==> src/rtl/score_display_mux.sv <==
// Multi-digit saturating BCD score with session high score, driving a
// multiplexed active-low 7-segment display with leading-zero blanking.
module score_display_mux #(
  parameter int DIGITS            = 4,
  parameter int SCAN_DIV          = 100000,
  parameter int POINTS_PER_TARGET = 1
) (
  input  logic                  CLOCK,
  input  logic                  RESET,
  input  logic                  GAMECLOCK,
  input  logic                  REACHED_TARGET,
  input  logic                  CLEAR,
  input  logic                  SHOW_HIGH,
  output logic [4*DIGITS-1:0]   SCORE_OUT,
  output logic [4*DIGITS-1:0]   HIGH_OUT,
  output logic                  SATURATED,
  output logic [3:0]            SEG_SELECT,
  output logic [7:0]            HEX_OUT
);

  localparam int W  = 4 * DIGITS;
  localparam int DW = $clog2(SCAN_DIV);
  localparam logic [W-1:0] ALL_NINES = {DIGITS{4'h9}};

  logic          award;
  logic [W-1:0]  sum;
  logic [W-1:0]  next_score;
  logic          carry;
  logic [4:0]    dsum;

  logic [DW-1:0] div;
  logic          scan_tick;
  logic [1:0]    idx;
  logic [1:0]    next_idx;
  logic [W-1:0]  disp_val;
  logic [3:0]    digit;
  logic          blank;
  logic [6:0]    seg;

  assign award     = GAMECLOCK & REACHED_TARGET;
  assign SATURATED = (SCORE_OUT == ALL_NINES);

  // Ripple BCD add; a carry out of the top digit means overflow, so saturate.
  always_comb begin
    sum   = '0;
    carry = 1'b0;
    dsum  = '0;
    for (int unsigned i = 0; i < DIGITS; i++) begin
      dsum = {1'b0, SCORE_OUT[4*i +: 4]} + {4'b0, carry};
      if (i == 0) dsum = dsum + 5'(POINTS_PER_TARGET);
      if (dsum > 5'd9) begin
        sum[4*i +: 4] = 4'(dsum - 5'd10);
        carry         = 1'b1;
      end else begin
        sum[4*i +: 4] = dsum[3:0];
        carry         = 1'b0;
      end
    end
    next_score = carry ? ALL_NINES : sum;
  end

  always_ff @(posedge CLOCK or negedge RESET) begin
    if (!RESET) begin
      SCORE_OUT <= '0;
      HIGH_OUT  <= '0;
    end else if (CLEAR) begin
      SCORE_OUT <= '0;
    end else if (award) begin
      SCORE_OUT <= next_score;
      // Packed BCD orders the same as its decimal value.
      if (next_score > HIGH_OUT) HIGH_OUT <= next_score;
    end
  end

  assign scan_tick = (div == DW'(SCAN_DIV - 1));
  assign next_idx  = (idx == 2'(DIGITS - 1)) ? 2'd0 : idx + 2'd1;
  assign disp_val  = SHOW_HIGH ? HIGH_OUT : SCORE_OUT;
  assign digit     = disp_val[{next_idx, 2'b00} +: 4];
  assign blank     = (next_idx != 2'd0) && ((disp_val >> {next_idx, 2'b00}) == '0);

  always_comb begin
    case (digit)
      4'd0:    seg = 7'h40;
      4'd1:    seg = 7'h79;
      4'd2:    seg = 7'h24;
      4'd3:    seg = 7'h30;
      4'd4:    seg = 7'h19;
      4'd5:    seg = 7'h12;
      4'd6:    seg = 7'h02;
      4'd7:    seg = 7'h78;
      4'd8:    seg = 7'h00;
      4'd9:    seg = 7'h10;
      default: seg = 7'h7F;
    endcase
  end

  always_ff @(posedge CLOCK or negedge RESET) begin
    if (!RESET) begin
      div        <= '0;
      idx        <= '0;
      SEG_SELECT <= '1;
      HEX_OUT    <= '1;
    end else if (scan_tick) begin
      div        <= '0;
      idx        <= next_idx;
      SEG_SELECT <= 4'b1111 & ~(4'b0001 << next_idx);
      HEX_OUT    <= {~(SHOW_HIGH && (next_idx == 2'(DIGITS - 1))),
                     blank ? 7'h7F : seg};
    end else begin
      div <= div + DW'(1);
    end
  end

endmodule
==> config.mk <==
export PLATFORM = sky130hd
export DESIGN_NAME = score_display_mux
export DESIGN_NICKNAME = d
export VERILOG_FILES = /design/src/rtl/score_display_mux.sv
export SDC_FILE = /design/constraint.sdc
export NUM_CORES = 1
export LEC_CHECK = 0
export CORE_UTILIZATION = 28
export DETAILED_ROUTE_END_ITERATION = 10
export PLACE_DENSITY = 0.56
export SYNTH_ARGS = -nofsm -noshare
export SYNTH_HDL_FRONTEND = slang
export SYNTH_SLANG_ARGS = --single-unit
==> constraint.sdc <==
create_clock -name CLOCK -period 7.45 [get_ports CLOCK]
set_input_delay 1.1175 -clock CLOCK [delete_from_list [all_inputs] [get_ports CLOCK]]
set_output_delay 1.1175 -clock CLOCK [all_outputs]
set_load 0.05 [all_outputs]
* After elaboration in Yosys (flattened, before gate mapping)
Memories as Yosys holds them, arrays and structs flattened.
Index checks and enable logic that the tools add are counted.
** Word-level totals
- Register bits :: 63
- ROM bits :: 112
- Logic and storage cells :: 54
- Memories kept :: 1
** Cells by class
- Add/sub/neg operators :: 10
- $lt $le $gt $ge :: 5
- Equality and inequality tests :: 4
- Shift operators :: 3
- Muxes and demuxes :: 15
- Bitwise gates (word level) :: 4
- Reduce and logical (&&, ||, !) cells :: 6
** Memory list
- (name not given) :: depth 16, width 7, read ports 1, clocked after memory_dff 0, wr ports 0, line 82 : case (digit)
** Operators with widths (number)
- $mux W16 :: 4
- $gt A5 B4 Y1 const B :: 4
- $add A17 B1 Y17 const B :: 1
- $eq A17 B17 Y1 const B :: 1
- $mux W17 :: 1
- $eq A16 B16 Y1 const B :: 1
- $gt A16 B16 Y1 :: 1
- $logic_not A16 Y1 :: 1
- $mux W4 :: 4
- $shiftx A16 B5 Y4 :: 1
- $shr A16 B4 Y16 :: 1
- $sub A4 B4 Y4 const B :: 4
- $add A4 B1 Y5 :: 3
- $mux W7 :: 1
- $add A4 B1 Y5 const B :: 1
- $eq A2 B2 Y1 const B :: 2
- $mux W1 :: 4
- $not A4 Y4 :: 1
- $reduce_bool A2 Y1 :: 2
- $shl A1 B2 Y4 const A :: 1
- $reduce_and A3 Y1 :: 1
- $add A2 B1 Y2 const B :: 1
- $logic_and A1 B1 Y1 :: 2
- $mux W2 :: 1
- 2 further kinds :: 3

* Depth between registers and ports, before layout
Gate-level depths: netlist of the first run.
- Word-level depth :: 15
- Mapped depth :: 36

* Worst setup path before layout of the first run
No wires, ideal clock.
- Kind :: register to register
- Start :: register SCORE_OUT[0]
- End :: register HIGH_OUT[10]
- Library setup time :: 125 ps
- Arrival time :: 7289 ps
- Required time :: 7325 ps
- Setup slack :: 35 ps
- Stages on the path, launching flop included :: 35
- Clock period less this slack :: 7415 ps
- Cell sequence :: dfrtp_1 -> inv_1 -> ha_1 -> inv_1 -> ha_1 -> nand2b_2 -> a21oi_1 -> o21ai_0 -> nand2_1 -> ha_1 -> ha_1 -> or2_2 -> a21oi_1 -> nor3_1 -> ha_1 -> ha_1 -> inv_1 -> a21oi_1 -> nor2_1 -> nor3_1 -> ha_1 -> ha_1 -> o21a_1 -> o221a_2 -> buf_6 -> or2_2 -> ha_1 -> a21o_1 -> a21o_1 -> a21oi_1 -> or2b_1 -> o311a_1 -> o221ai_4 -> buf_12 -> mux2_4
** On the way
- Word-level cells in the longest chain between the ends :: 15
- Elaborated cells between the ends (all ways) :: 23
- Classes of those cells :: add/sub (8); order compare (5); mux (9); reduce/logical (1)
** Ends and longest elaborated chain
- from (decl) :: line 14 : output logic [4*DIGITS-1:0] SCORE_OUT,
- from (signal assigned) :: line 69 : SCORE_OUT <= next_score;
- $add A4 B1 Y5 (*) :: line 50 : if (i == 0) dsum = dsum + 5'(POINTS_PER_TARGET);
- $gt A5 B4 Y1 (*) :: line 51 : if (dsum > 5'd9) begin
- $mux W1 (*) :: line 51
- $add A4 B1 Y5 (*) :: line 49 : dsum = {1'b0, SCORE_OUT[4*i +: 4]} + {4'b0, carry};
- $gt A5 B4 Y1 :: line 51
- $mux W1 :: line 51
- $add A4 B1 Y5 :: line 49
- $gt A5 B4 Y1 :: line 51
- $mux W1 :: line 51
- $add A4 B1 Y5 :: line 49
- $gt A5 B4 Y1 :: line 51
- $mux W1 :: line 51
- $mux W16 (*) :: line 59 : next_score = carry ? ALL_NINES : sum;
- net next_score[4] :: line 27 : logic [W-1:0] next_score;
- $gt A16 B16 Y1 (*) :: line 71 : if (next_score > HIGH_OUT) HIGH_OUT <= next_score;
- $reduce_and A3 Y1 (no line) (*)
- to (signal assigned) :: line 71
- to (decl) :: line 15 : output logic [4*DIGITS-1:0] HIGH_OUT,
The timed path passes the listed nets; every way through them passes the cells marked *.
A chain may end at the register's enable or synchronous reset.

* Worst setup path in the final report of the first run
- Start :: register SCORE_OUT[0]
- End :: register HIGH_OUT[15]
Same word-level chain as after synthesis.

==> out/metrics.cfg, run 1 <==
[die]
die_height_um=127.2
design.core.area_sq_mm=0.01526
die_area_sq_mm=0.01619
rows=45
floorplan.io_pins=51
floorplan.die.width_um=127.2
initial_core_util_pct=28.78

[routing]
drt_drc_violations_left=0
routed_wirelength_um=11390
post_drt_wl_per_cell_um=15.78
vias_per_cell=4.889
routed-via-count=3530
firstDrtPassIters=4
post_route_ant_nets=0
dr.first_iter.drc_count=144

[grt]
wire_length_of_the_first_global_routing_pass_um=19110
number_of_antenna_violations_at_the_first_check_in_global_routing=0
maximum_number_of_pins_on_one_net_before_global_route_repair=64
grt_util_all_layers_pct=15.04
grt_remaining_overflow=0
first_global_vias=3761

[placement]
dp_worst_setup_slack_ps=-92.30
dp_hpwl_um=8469
place_congestion=0.8479
numPortBuffers=50

[yosys]
postSynth.asyncResetShare_pct=100.0
synth-seq-area-share_pct=36.24
netlist-cell-type-count=60
syn_avg_cell_area_sq_um=9.914
post_synth_instance_area_sq_mm=0.004392
synth_edf_count=0
synthFlopType=sky130_fd_sc_hd__dfrtp_1
syn-num-nets=487
synth.yosys.warnings=0
syn_inst=443
ys_ff_latch=63

[critical_path]
critPathRequiredTime_ps=7660
worstPathArrival_ps=7300
critical-path-max-stage-delay_ps=400
timing.critical_path.mode_cell=sky130_fd_sc_hd__ha_1
start_kind=register
worstSetupEndpointType=register
crit_type=reg -> reg
crit_buf_inv=4
critPathTopFamily=adder cells
critPathMaxFanout=8
worst_path_max_delay_cell=sky130_fd_sc_hd__dfrtp_1
r2r_setup_slack_ps=360

[run]
maxCapViolations=0

[timing]
maxClockFrequency_mhz=141.1
setup-violations-final=0
clock-skew-final_ps=10.74
setup_ws_ps=363.0
timing.final.crit_share_pct=95.13
final_hold_viol_count=0
slew_viol_final=0
slew_headroom_pct=44.51
fin_crit_ps=7087
actual_transition_at_the_worst_max_transition_pin_ps=832.4

[power]
power_uw=852.3
power_density_mw_per_mm2=153.8
vdd_drop_max_mv=0.1026
total_leakage_power_uw=0.002424

[clock_tree]
clkLatencyLatePin_ps=330
cts-root-buf=sky130_fd_sc_hd__clkbuf_16
cts_inserted_buffers=9
cts_max_level=3
clockBufferDepth=2
clock_sinks=63
clkTransAtPathRegs_ps=50
cts_hold_buffers=0
tritoncts=yes

[cells_and_area]
num_antenna_cells=0
final.fill_count=1544
final_nets=551
synthToLayoutAreaGrowth_pct=26.21
layout.cells.most_common=sky130_fd_sc_hd__dfrtp_1
final_layout_size_suffix_gt1_share_pct=20.55
commonest_cells_after_routing_fill_and_taps_aside=sky130_fd_sc_hd__dfrtp_1, sky130_fd_sc_hd__clkdlybuf4s50_1, sky130_fd_sc_hd__nor2_1

[outcome]
run_status=completed

[worst_hold_path]
hold_path.class=reg -> reg

==> cells by family (layout without fill, tap and decap cells) <==
logic type | Yosys count | count (layout) | share of synthesized area, %
and+or+nand+nor | 147 | 147 | 17.49
adders and majority gates | 38 | 38 | 10.83
xor gates and xnor gates | 27 | 27 | 5.385
muxes | 33 | 33 | 11.08
AOI/OAI and AO/OA | 81 | 81 | 13.08
buffers and inverters | 54 | 122 | 5.897
DFF | 63 | 63 | 36.24
==> layer usage <==
metal / vias to the layer above / GRT usage [%] / part of all wire, %
met5: - / 0 / 0
met4: 0 / 4.482 / 1.3
met3: 13 / 3.853 / 4.3
met2: 89 / 24.31 / 46
met1: 1730 / 19.79 / 48
li1: 1698 / - / -
==> cell type report <==
type | count | area [sq um] | share of cell area (%)
well taps | 211 | 264.0 | 4.763
repair buffers | 72 | 668.1 | 12.05
flip-flops and latches | 63 | 1593 | 28.74
inverters | 35 | 131.4 | 2.370
clock buffers | 14 | 254.0 | 4.582
clock inverters | 1 | 5.005 | 0.09029
multi-input cells | 326 | 2628 | 47.40
==> stage by stage <==
| step | setup TNS (ps) | util (%) | hold slack (ps) | area [sq um] | instances |
|---|---|---|---|---|---|
| 3_5_place_dp | -964.2 | 33.81 | 464.7 | 5159 | 703 |
| 6_report | 0 | 36.33 | 466.2 | 5543 | 722 |
| 4_1_cts | 0 | 35.63 | 474.3 | 5436 | 718 |
| 2_1_floorplan | 0 | - | 446.0 | 4392 | 443 |
| 3_3_place_gp | 0 | 33.81 | 461.4 | 5159 | 703 |
| 5_1_grt | -145.8 | 36.33 | 487.7 | 5543 | 722 |
==> state kept, by name, indices dropped and copies added (netlist names) <==
register    cells
div            17
HEX_OUT         8
SEG_SELECT      4
SCORE_OUT      16
HIGH_OUT       16
idx             2
==> where the power goes <==
group          switching [uW]  internal (uW)  total, uW
logic                    75.6           47.6        123
clock network             140            232        371
registers                7.81            350        358
==> synth_stat cells (3+ instances only) <==
library cell	instances	area share [%]
sky130_fd_sc_hd__a21o_1	3	0.51
sky130_fd_sc_hd__a21oi_1	29	3.3
sky130_fd_sc_hd__a22o_1	14	2.8
sky130_fd_sc_hd__and3_1	4	0.57
sky130_fd_sc_hd__buf_2	3	0.34
sky130_fd_sc_hd__buf_6	3	0.77
sky130_fd_sc_hd__clkbuf_1	10	0.85
sky130_fd_sc_hd__dfrtp_1	51	29
sky130_fd_sc_hd__dfstp_2	12	7.2
sky130_fd_sc_hd__ha_1	38	11
sky130_fd_sc_hd__inv_1	35	3.0
sky130_fd_sc_hd__mux2_2	7	1.8
sky130_fd_sc_hd__mux2_4	8	2.7
sky130_fd_sc_hd__mux2i_1	9	2.1
sky130_fd_sc_hd__mux4_2	7	3.6
sky130_fd_sc_hd__nand2_1	26	2.2
sky130_fd_sc_hd__nand2b_1	5	0.71
sky130_fd_sc_hd__nand3_1	10	1.1
sky130_fd_sc_hd__nand4_1	9	1.3
sky130_fd_sc_hd__nor2_1	40	3.4
sky130_fd_sc_hd__nor2b_1	3	0.43
sky130_fd_sc_hd__nor3_1	13	1.5
sky130_fd_sc_hd__nor3b_1	7	1.2
sky130_fd_sc_hd__nor4_1	4	0.57
sky130_fd_sc_hd__nor4bb_1	3	0.68
sky130_fd_sc_hd__o21ai_0	16	1.8
sky130_fd_sc_hd__o21bai_1	3	0.51
sky130_fd_sc_hd__or2_2	9	1.3
sky130_fd_sc_hd__xnor2_1	18	3.6
sky130_fd_sc_hd__xor2_1	9	1.8
==> worst paths after layout <==
kind | startpoint | end | cells past startpoint
max in group asynchronous | RESET | SCORE_OUT[1] | 2
min in group asynchronous | RESET | div[3] | 2
setup / recovery | SCORE_OUT[0] | HIGH_OUT[15] | 33
setup reg to reg | SCORE_OUT[0] | HIGH_OUT[15] | 33
hold / removal | SEG_SELECT[3] | SEG_SELECT[3] | 2
hold reg to reg | SEG_SELECT[3] | SEG_SELECT[3] | 2
==> worst register-to-register path: cells and delay by family, from the launching register on <==
family	cells	cell delay, ps
adder cells (fa/ha/maj)	9	2270
AO/OA/AOI/OAI	11	2040
AND/OR/NAND/NOR	8	1440
buffers and inverters	4	460
flip-flops	1	400
multiplexers	1	340
==> repair_timing <==
action                                  in CTS  in global routing
gates resized for setup                      4                 18
pin swaps                                    0                  3
endpoints found under the setup margin      14                 16
buffers inserted                             0                  4
Power figures use the tool's default switching activity.
==> run 2, diff against run 1 <==
--- a/config.mk
+++ b/config.mk
@@ -6,7 +6,8 @@
 export NUM_CORES = 1
 export LEC_CHECK = 0
-export CORE_UTILIZATION = 28
+export CAP_MARGIN = 25
+export CORE_UTILIZATION = 45
 export DETAILED_ROUTE_END_ITERATION = 10
-export PLACE_DENSITY = 0.56
+export PLACE_DENSITY = 0.78
 export SYNTH_ARGS = -nofsm -noshare
 export SYNTH_HDL_FRONTEND = slang
==> constraint.sdc (replaced) <==
create_clock -name CLOCK -period 7.45 [get_ports CLOCK]
set_input_delay 0.745 -clock CLOCK [delete_from_list [all_inputs] [get_ports CLOCK]]
set_output_delay 0.745 -clock CLOCK [all_outputs]
set_load 0.05 [all_outputs]
==> out/metrics.cfg, run 2 (synthesized netlist as in run 1, its figures left out) <==
[clock_tree]
clkLatencyLatePin_ps=350
clock_sinks=63
clockBufferDepth=2
cts_inserted_buffers=9
cts-root-buf=sky130_fd_sc_hd__clkbuf_8
cts_max_level=3
tritoncts=yes
clkTransAtPathRegs_ps=80

[die]
initial_core_util_pct=47.08
design.core.area_sq_mm=0.009328
rows=35
die_area_sq_mm=0.01016
die_height_um=100.8
floorplan.io_pins=51
floorplan.die.width_um=100.8

[cells_and_area]
final_layout_size_suffix_gt1_share_pct=21.02
layout.cells.most_common=sky130_fd_sc_hd__dfrtp_1
largest_register_ffs=17
synthToLayoutAreaGrowth_pct=23.11
final.fill_count=766
final_nets=548
num_antenna_cells=0
largestRegisters=div: 17 flops, HIGH_OUT: 16 flops, SCORE_OUT: 16 flops
final_cell_area_sq_mm=0.005406
commonest_cells_after_routing_fill_and_taps_aside=sky130_fd_sc_hd__dfrtp_1, sky130_fd_sc_hd__clkdlybuf4s50_1, sky130_fd_sc_hd__nor2_1
largest-register=div
finish.cell_count_without_fillers=638

[routing]
post_drt_wl_per_cell_um=17.45
met2_length_um=5404
drt_drc_violations_left=0
route.layer.met1.wl_um=4889
top_layer=met4
routed-via-count=3574
firstDrtPassIters=6
routed_wirelength_um=11130
post_route_ant_nets=0
wl_met3_um=665
vias_per_cell=5.602
dr.first_iter.drc_count=217

[timing]
final_hold_viol_count=0
timing.final.crit_share_pct=98.12
whs_ps=468.5
slew_headroom_pct=46.64
slew_viol_final=0
setup-violations-final=0
totalNegativeSetupSlack_ps=0
actual_transition_at_the_worst_max_transition_pin_ps=798.0
maxClockFrequency_mhz=136.8
fin_crit_ps=7310
clock-skew-final_ps=10.18

[critical_path]
timing.critical_path.mode_cell=sky130_fd_sc_hd__ha_1
start_kind=register
critical_r2r_launch=SCORE_OUT[0]
crit_type=reg -> reg
worstPathArrival_ps=7550
timing.reg2reg.worst_path_depth=34
critPathRequiredTime_ps=7690
r2r_end=HIGH_OUT[12]
timing.critical_path.from=SCORE_OUT[0]
worst_path_max_delay_cell=sky130_fd_sc_hd__a2111oi_1
critPathMaxFanout=6
r2r_setup_slack_ps=140
worstSetupEndpointType=register
critical-path-max-stage-delay_ps=490

[power]
vdd_drop_max_mv=0.1828
power_uw=799.0
total_leakage_power_uw=0.002434
power_density_mw_per_mm2=147.8

[placement]
dp.cells=615
numPortBuffers=50
place_congestion=0.9648
post_dp_cell_area_sq_mm=0.005024
dp_hpwl_um=7625

[grt]
first_global_vias=3488
wire_length_of_the_first_global_routing_pass_um=17660
grt_remaining_overflow=0
grt_util_all_layers_pct=22.48
maximum_number_of_pins_on_one_net_before_global_route_repair=64
number_of_antenna_violations_at_the_first_check_in_global_routing=0

[worst_hold_path]
hold_path.class=reg -> reg
holdPathStages=2
worstHoldEndpoint=SEG_SELECT[0]
worstHoldStart=SEG_SELECT[0]

[outcome]
run_status=completed

[run]
maxCapViolations=0

==> run 2: cell types whose count changed in the layout (fill, tap and decap cells not counted), sizes merged <==
cell      before  now
buf           23   19
clkinv         1    2
clkinvlp       0    1
inv           35   38
bufinv         0    1
clkbuf        14   10
==> run 2: critical path, delay by kind of cell, from the launching register on <==
family | cells | cell delay (ps)
AO/OA/AOI/OAI | 12 | 2480
adder cells (fa/ha/maj) | 9 | 2360
buffers and inverters | 5 | 620
flip-flops | 1 | 420
multiplexers | 1 | 300
AND/OR/NAND/NOR | 7 | 1020
==> run 2: report_power, final <==
group          total [uW]  internal, uW  switching [uW]
logic                 127          50.4            76.2
clock network         315           159             155
registers             358           349            9.01
==> run 2: layer usage <==
metal  vias up  GRT usage (%)
met4         0          7.358
met3        20          4.369
met5         -              0
li1       1692              -
met2       128          36.25
met1      1734          30.44
==> run 2: timing repair <==
item                                   4_1_cts  5_1_grt
setup endpoints to repair                   15       16
setup buffers                                1        5
gates cloned                                 0        1
pin swaps                                    0        4
resized for setup                            7       17
hold buffers                                 0        0
endpoints found under the hold margin        0        0
==> run 2: worst max path at each step <==
| stage | to | slack (ps) |
|---|---|---|
| floorplan | HIGH_OUT[10] | 40 |
| CTS | HIGH_OUT[4] | 20 |
| global route | HIGH_OUT[3] | -120 |
| detailed placement | HIGH_OUT[15] | -150 |
| global placement | HIGH_OUT[15] | 210 |
| finish | HIGH_OUT[12] | 140 |
==> run 2: metrics by stage <==
stage	util [%]	setup slack, ps
3_5_place_dp	53.86	-148.4
2_1_floorplan	-	35.40
4_1_cts	56.46	21.74
3_3_place_gp	53.86	206.3
5_1_grt	57.96	-124.7
6_report	57.96	140.0
==> run 2: area by class of cell <==
cell class,instances,area (sq um),share of cell area [%]
multi-input combinational,326,2645,48.92
clock inverter,7,80.08,1.481
sequential,63,1593,29.46
clock buffer,9,123.9,2.291
inverter,35,131.4,2.430
tap,129,161.4,2.985
timing repair buffer,69,671.9,12.43
